===== src/rtl/logic_unit_arbiter.sv =====
// Round-robin arbiter sharing one registered bitwise logic unit.
// Ports: req_* (NREQ packed requests), rsp_* (single-entry tagged result).
module logic_unit_arbiter #(
  parameter int NREQ  = 4,
  parameter int WIDTH = 32,
  parameter int IDW   = 2
) (
  input  logic                  clk,
  input  logic                  rst_n,
  input  logic [NREQ-1:0]       req_valid,
  input  logic [2*NREQ-1:0]     req_op,
  input  logic [WIDTH*NREQ-1:0] req_a,
  input  logic [WIDTH*NREQ-1:0] req_b,
  output logic [NREQ-1:0]       req_ready,
  output logic                  rsp_valid,
  output logic [IDW-1:0]        rsp_id,
  output logic [WIDTH-1:0]      rsp_data,
  input  logic                  rsp_ready
);

  typedef enum logic {
    EMPTY = 1'b0,
    FULL  = 1'b1
  } state_e;

  state_e           state_q;
  logic [IDW-1:0]   ptr_q;
  logic [IDW-1:0]   id_q;
  logic [WIDTH-1:0] data_q;

  logic             found;
  logic [IDW-1:0]   win;
  logic [IDW-1:0]   idx;
  logic             slot_free;
  logic             accept;
  logic [1:0]       op_sel;
  logic [WIDTH-1:0] a_sel;
  logic [WIDTH-1:0] b_sel;
  logic [WIDTH-1:0] data_d;

  assign slot_free = (state_q == EMPTY) | rsp_ready;

  // Search starts at the pointer; IDW-bit add wraps NREQ-1 -> 0.
  always_comb begin
    found = 1'b0;
    win   = '0;
    idx   = '0;
    for (int k = 0; k < NREQ; k++) begin
      idx = ptr_q + IDW'(k);
      if (!found && req_valid[idx]) begin
        found = 1'b1;
        win   = idx;
      end
    end
  end

  assign accept = found & slot_free;

  always_comb begin
    req_ready = '0;
    op_sel    = '0;
    a_sel     = '0;
    b_sel     = '0;
    for (int i = 0; i < NREQ; i++) begin
      if (win == IDW'(i)) begin
        req_ready[i] = accept;
        op_sel       = req_op[2*i +: 2];
        a_sel        = req_a[WIDTH*i +: WIDTH];
        b_sel        = req_b[WIDTH*i +: WIDTH];
      end
    end
  end

  always_comb begin
    data_d = '0;
    unique case (op_sel)
      2'b00: data_d = a_sel & b_sel;
      2'b01: data_d = a_sel | b_sel;
      2'b10: data_d = a_sel ^ b_sel;
      2'b11: data_d = ~(a_sel | b_sel);
      default: data_d = '0;
    endcase
  end

  always_ff @(posedge clk or negedge rst_n) begin
    if (!rst_n) begin
      state_q <= EMPTY;
      ptr_q   <= '0;
      id_q    <= '0;
      data_q  <= '0;
    end else begin
      if (accept) begin
        data_q <= data_d;
        id_q   <= win;
        ptr_q  <= win + 1'b1;
      end
      unique case (state_q)
        EMPTY: if (accept) state_q <= FULL;
        FULL:  if (rsp_ready && !accept) state_q <= EMPTY;
        default: state_q <= EMPTY;
      endcase
    end
  end

  assign rsp_valid = (state_q == FULL);
  assign rsp_id    = id_q;
  assign rsp_data  = data_q;

endmodule


===== config.mk =====
export PLATFORM = sky130hd
export DESIGN_NAME = logic_unit_arbiter
export DESIGN_NICKNAME = d
export VERILOG_FILES = /design/src/rtl/logic_unit_arbiter.sv
export SDC_FILE = /design/constraint.sdc
export NUM_CORES = 1
export LEC_CHECK = 0
export CORE_MARGIN = 2
export CORE_UTILIZATION = 37
export CTS_CLUSTER_DIAMETER = 50
export DETAILED_ROUTE_END_ITERATION = 12
export PLACE_DENSITY = 0.78
export SYNTH_ARGS = -nofsm -noshare
export SYNTH_HDL_FRONTEND = slang
export SYNTH_SLANG_ARGS = --single-unit

===== constraint.sdc =====
create_clock -name clk -period 2.8 [get_ports clk]
set_input_delay 0.56 -clock clk [delete_from_list [all_inputs] [get_ports clk]]
set_output_delay 0.56 -clock clk [all_outputs]
set_load 0.03 [all_outputs]

# ---- Word-level counts from Yosys, hierarchy flattened
# Cells that the tools add are included.
dict set report word_totals {
  romBits 0
  latchBits 0
  mem_bits_rw 0
  elab_cells 71
  in_bits 271
  mem_count 0
  regBits 37
}
dict set report classes {
  n_div 0
  n_reduce_logical 10
  add_sub_neg 4
  n_mul 0
  n_bitwise 7
  order_cmp 4
  shift 0
  n_mux 36
  eq_ne 6
}
# cell count
set op_table {}
lappend op_table {{32-bit 2-to-1 mux} 8}
lappend op_table {{32-bit one-hot mux with 4 select lines} 1}
lappend op_table {{32-bit bitwise AND} 1}
lappend op_table {{32-bit NOT} 1}
lappend op_table {{32-bit bitwise OR} 1}
lappend op_table {{32-bit bitwise XOR} 1}
lappend op_table {{2-bit 2-to-1 mux} 8}
lappend op_table {{1-bit 2-to-1 mux} 14}
lappend op_table {{2-bit by 3-bit less-than comparator with 1-bit output (second input constant)} 4}
lappend op_table {{1-bit binary-select mux with 2-bit select} 4}
lappend op_table {{2-bit equality test (second input constant)} 4}
lappend op_table {{2-bit by 1-bit adder with 2-bit output (second input constant)} 2}
lappend op_table {{2-bit adder (second input constant)} 2}
lappend op_table {{2-bit by 1-bit equality test with 1-bit output (second input constant)} 2}
lappend op_table {{1-bit logical AND} 4}
lappend op_table {{1-bit zero test} 4}
lappend op_table {{2-bit zero test} 2}
lappend op_table {{1-bit one-hot mux with 2 select lines} 1}
lappend op_table {{1-bit bitwise AND} 1}
lappend op_table {{1-bit NOT} 1}
lappend op_table {{1-bit bitwise OR} 1}

# ---- Longest topological paths before layout
dict set report depth {
  word_depth 20
  depth_mapped 16
}

# ---- Worst setup path after synthesis
# No wires, ideal clock.
dict set report synth_path {
  path_kind {input-to-reg}
  startpoint {in req_valid[2]}
  endpoint {reg data_q[22] (netlist: rsp_data[22])}
  path_slack_ns -0.348
  stages 15
  setup_time_ns 0.087
  t_required_ns 2.713
  arrival_time_ns 3.061
  path_cell_list {mux2i_1 > nor2_1 > or3_1 > inv_1 > ha_1 > buf_2 > clkbuf_1 > clkbuf_1 > nand2_1 > a311oi_1 > a21oi_1 > ha_1 > nor3_1 > mux2i_1 > a22oi_1}
}
dict set report synth_via {
  elab_chain_cells 20
  elab_cells_between_ends 48
}
# item line_no
set synth_lines {}
lappend synth_lines {{start: declaration} 10} ;# input logic [NREQ-1:0] req_valid,
lappend synth_lines {{1-bit binary-select mux with 2-bit select} 50} ;# if (!found && req_valid[idx]) begin
lappend synth_lines {{1-bit 2-to-1 mux (implied by the code)} 50}
lappend synth_lines {{1-bit 2-to-1 mux} 50}
lappend synth_lines {{1-bit zero test} 50}
lappend synth_lines {{1-bit logical AND} 50}
lappend synth_lines {{1-bit 2-to-1 mux} 50}
lappend synth_lines {{1-bit zero test} 50}
lappend synth_lines {{1-bit logical AND} 50}
lappend synth_lines {{(+2 left out)} --}
lappend synth_lines {{1-bit logical AND} 50}
lappend synth_lines {{2-bit 2-to-1 mux *} 50}
lappend synth_lines {{net win[0]} 32} ;# logic [IDW-1:0] win;
lappend synth_lines {{2-bit zero test} 65} ;# if (win == IDW'(i)) begin
lappend synth_lines {{32-bit 2-to-1 mux (4 in a row)} 65}
lappend synth_lines {{32-bit bitwise OR} {78, 80}}
lappend synth_lines {{32-bit NOT} 80} ;# 2'b11: data_d = ~(a_sel | b_sel);
lappend synth_lines {{32-bit one-hot mux with 4 select lines *} 76} ;# unique case (op_sel)
lappend synth_lines {{end signal: assignment} 93} ;# data_q <= data_d;
lappend synth_lines {{end: declaration} 29} ;# logic [WIDTH-1:0] data_q;
# Mark *: on every way through the listed nets, which the timed path passes. The rest lies on a longest branch. The select of a mux whose other input is x is not followed.
# A chain may end at the register's enable or synchronous reset.

# ---- Final worst setup path
dict set report layout_path {
  startpoint {reg ptr_q[1]}
  endpoint {reg data_q[23] (netlist: rsp_data[23])}
}
dict set report layout_via {
  elab_chain_cells 20
  elab_cells_between_ends 51
}
# item line_no
set layout_lines {}
lappend layout_lines {{start: declaration} 27} ;# logic [IDW-1:0] ptr_q;
lappend layout_lines {{start signal: assignment} 95} ;# ptr_q <= win + 1'b1;
lappend layout_lines {{parallel branches: the longest is 20 deep, another holds 2-bit by 1-bit adder with 2-bit output} --}
# Several ways; the timed one is not identified. The select of a mux whose other input is x is not followed.

==> flow_metrics.env <==
export IMPL_grt_pass1_wl_um=41500
export IMPL_clock_skew_ns=0.00729
export IMPL_ios=310
export IMPL_fin_nets=1452
export IMPL_dpl_instance_area_um2=10000
export IMPL_die_h_um=130
export IMPL_cts_tree="built"
export IMPL_multi_input_area_um2=5790
export IMPL_synth_area_um2=5890
export IMPL_register_area_um2=927
export IMPL_violations="negative setup slack"
export IMPL_final_min_clock_period_ns=3.02
export IMPL_critPathBufInv=5
export IMPL_endpoint_kind="flip-flop"
export IMPL_synth_compound_area_share_pct=32.7
export IMPL_reg2reg_depth=13
export IMPL_rr_startpoint="ptr_q[1]"
export IMPL_n_fill_cell=1029
export IMPL_hold_violations=0
export IMPL_worst_slack_ns=-0.221
export IMPL_port_buffer_count=309
export IMPL_synthAdderAreaFrac_pct=14.4
export IMPL_synthCells=748
export IMPL_synth_cell_types=37
export IMPL_drc=0
export IMPL_finalNonFillerCells=1329
export IMPL_routed_via_density=6.07
export IMPL_wl_um=30200
export IMPL_cts_made_buffers=5
export IMPL_gp_congestion=0.887
export IMPL_cp_start_kind="flip-flop"
export IMPL_hp_class="in2async"
export IMPL_root_buffer="clkbuf_16"
export IMPL_htree_num_levels=2
export IMPL_synthXorXnorAreaFrac_pct=0
export IMPL_place_inst=1272
export IMPL_p_total_w=0.0127
export IMPL_cts_buffer_depth=2
export IMPL_grt_pass1_vias=7787
export IMPL_grt_antenna_before_repair=1
export IMPL_die_w_um=130
export IMPL_finish_instance_area_um2=12000
export IMPL_drt_iter0_drc=607
export IMPL_drive_gt1_share_pct=30.5
export IMPL_grt_max_degree=38
export IMPL_gr_total_overflow=0
export IMPL_power_density_nw_per_um2=1050
export IMPL_period_share_pct=108
export IMPL_required_ns=2.95
export IMPL_r2r_end="rsp_data[23]"
export IMPL_p_leak_nw=5.22
export IMPL_drt_pass1_iterations=8
export IMPL_arrival_ns=3.17
export IMPL_slowest_stage="dfrtp_2"
export IMPL_ys_ff_latch=37
export IMPL_rrSetupSlack_ns=-0.22
export IMPL_dr_total_vias=8066
export IMPL_coreArea_um2=15700
export IMPL_synth_ff_type="dfrtp_1"
export IMPL_crit_fanout=7
export IMPL_avgRoutedWirePerCell_um=22.7
export IMPL_std_cell_rows=46
export IMPL_setup_viol=34
export IMPL_path_clk_slew_ns=0.06
export IMPL_critPathCapture="rsp_data[23]"
export IMPL_synth_simple_area_share_pct=18.3
export IMPL_crit_cells=13
export IMPL_syn_nets=1087
export IMPL_drv_cap=0
export IMPL_worstPathCellList="mux2i_1, nor2_1, or3_4, buf_6, ha_4, buf_12, nor3b_4, a221oi_4, buf_12, buf_8, buf_12, mux2i_1, a22oi_1"
export IMPL_synth_area_per_cell_um2=7.88
export IMPL_status="finished, violations left"
export IMPL_dpl_hpwl_um=18800
export IMPL_crit_top_cell="buf_12"
export IMPL_grt_util_all_layers_pct=31.6
export IMPL_hold_buffers=0
export IMPL_synth_edff_count=0
export IMPL_slew_violations=0
export IMPL_slew_headroom_pct=34.6
export IMPL_synth_top_family_by_area="compound AO/OA/AOI/OAI gates"
export IMPL_antenna_left=0
export IMPL_max_stage_delay_ns=0.42
export IMPL_area_growth_pct=104
export IMPL_yosys_warnings=0
export IMPL_start_util_pct=37.5
export IMPL_cts_sinks=37
export IMPL_fp_dieArea_um2=16900
export IMPL_setup_worst_path_class="reg2reg"
export IMPL_clk_insertion_delay_late_ns=0.28
export IMPL_tightest_slew_ns=0.981
export IMPL_rsz0062_at_grt="yes"
export IMPL_final_util_pct=76.6
export IMPL_path_delay_family="buffers and inverters"
export IMPL_postSynth_asyncResetShare_pct=100
export IMPL_ys_seq_area_share_pct=15.7
export IMPL_critPathLaunch="ptr_q[1]"
export IMPL_synthMuxAreaShare_pct=11.4
export IMPL_peakVddDrop_mv=0.587
export IMPL_fmax_mhz=331
cells in the final DEF, fill, tap and decap left out, types with 11 or more instances in the layout:
| cell | instances |
|---|---|
| nor2_1 | 66 |
| buf_12 | 29 |
| a21o_1 | 64 |
| ha_2 | 19 |
| a21oi_1 | 58 |
| ha_1 | 44 |
| a221oi_4 | 22 |
| dfrtp_1 | 36 |
| buf_4 | 63 |
| mux2i_1 | 65 |
| clkdlybuf4s50_1 | 300 |
| clkbuf_16 | 11 |
| nor3_1 | 29 |
| a221oi_2 | 42 |
| buf_6 | 29 |
| and3_1 | 29 |
| nor3_2 | 65 |
| a22oi_1 | 64 |
how the worst min path moves through the flow:
stage	cells after the start	to	from
2_1_floorplan	0	ptr_q[0]	rst_n
3_3_place_gp	2	rsp_id[0]	rsp_id[0]
3_5_place_dp	2	rsp_id[0]	rsp_id[0]
4_1_cts	1	rsp_data[31]	rst_n
5_1_grt	1	rsp_data[31]	rst_n
6_report	1	rsp_data[31]	rst_n
routing by layer:
| metal | vias to the layer above | wire length, um | track usage [%] |
|---|---|---|---|
| met5 | - | 0 | 0 |
| li1 | 3632 | - | - |
| met2 | 447 | 14900 | 55.3 |
| met1 | 3885 | 11200 | 35.6 |
| met3 | 102 | 2640 | 9.43 |
| met4 | 0 | 1410 | 13.9 |
registers in the layout, indices dropped and copies added, names as in the netlist:
| signal | cells |
|---|---|
| rsp_valid | 1 |
| rsp_data | 32 |
| rsp_id | 2 |
| ptr_q | 2 |
layout make-up:
type                            instances  area share, %
Clock buffer                            5           1.04
Tap cell                              216           2.25
Antenna cell                            1         0.0208
Clock inverter                          1         0.0416
Multi-Input combinational cell        618           48.1
Inverter                                6          0.312
Timing Repair Buffer                  445           40.6
Sequential cell                        37           7.71
worst reg2reg max path: cells and delay by family, from the launching register on:
family	cells	cell delay (ns)
multiplexers	2	0.48
flip-flops	1	0.42
buffers and inverters	5	0.73
AND/OR/NAND/NOR	3	0.66
adder cells (fa/ha/maj)	1	0.23
AO/OA/AOI/OAI	2	0.38
logic make-up after synthesis:
group | after synthesis
AND/OR/NAND/NOR | 215
buffers and inverters | 93
flip-flops | 37
adder cells (fa/ha/maj) | 68
AO/OA/AOI/OAI | 268
multiplexers | 67
what timing repair did:
item / CTS / global route
endpoints found under the setup margin: 36 / 35
gates resized for setup: 155 / 92
pin swaps: 51 / 43
setup buffers: 27 / 14
cloned: 8 / 6
metrics by stage:
step | hold slack (ns) | setup slack [ns] | TNS (ns)
2_1_floorplan | 0.264 | -0.0640 | -1.83
3_3_place_gp | 0.485 | -0.795 | -24.86
3_5_place_dp | 0.488 | -0.891 | -27.39
4_1_cts | 0.467 | -0.112 | -2.61
5_1_grt | 0.508 | -0.350 | -8.88
6_report | 0.446 | -0.221 | -4.89
cell usage after synthesis, types with 2 or more instances:
cell type	instances	share of area, %
a21o_1	64	8.2
a21oi_1	68	5.8
a221oi_1	64	9.5
a22oi_1	64	8.2
and3_1	35	3.7
buf_1	7	0.45
buf_12	2	0.68
buf_2	8	0.68
buf_4	8	1.0
clkbuf_1	56	3.6
clkbuf_2	4	0.34
dfrtp_1	37	16
ha_1	68	14
inv_1	6	0.38
mux2i_1	66	11
nand2_1	5	0.32
nand2b_1	2	0.21
nand3b_1	3	0.38
nor2_1	67	4.3
nor2b_1	2	0.21
nor3_1	95	8.1
o21ai_0	2	0.17
report_power, final:
part	leakage, nW	switching [W]	internal (W)
clock	0.0655	0.000228	0.000319
sequential	0.434	0.000172	0.000818
combinational	4.72	0.00549	0.00565
total	5.22	0.00589	0.00679
No activity file was read; power rests on OpenSTA's default activity.
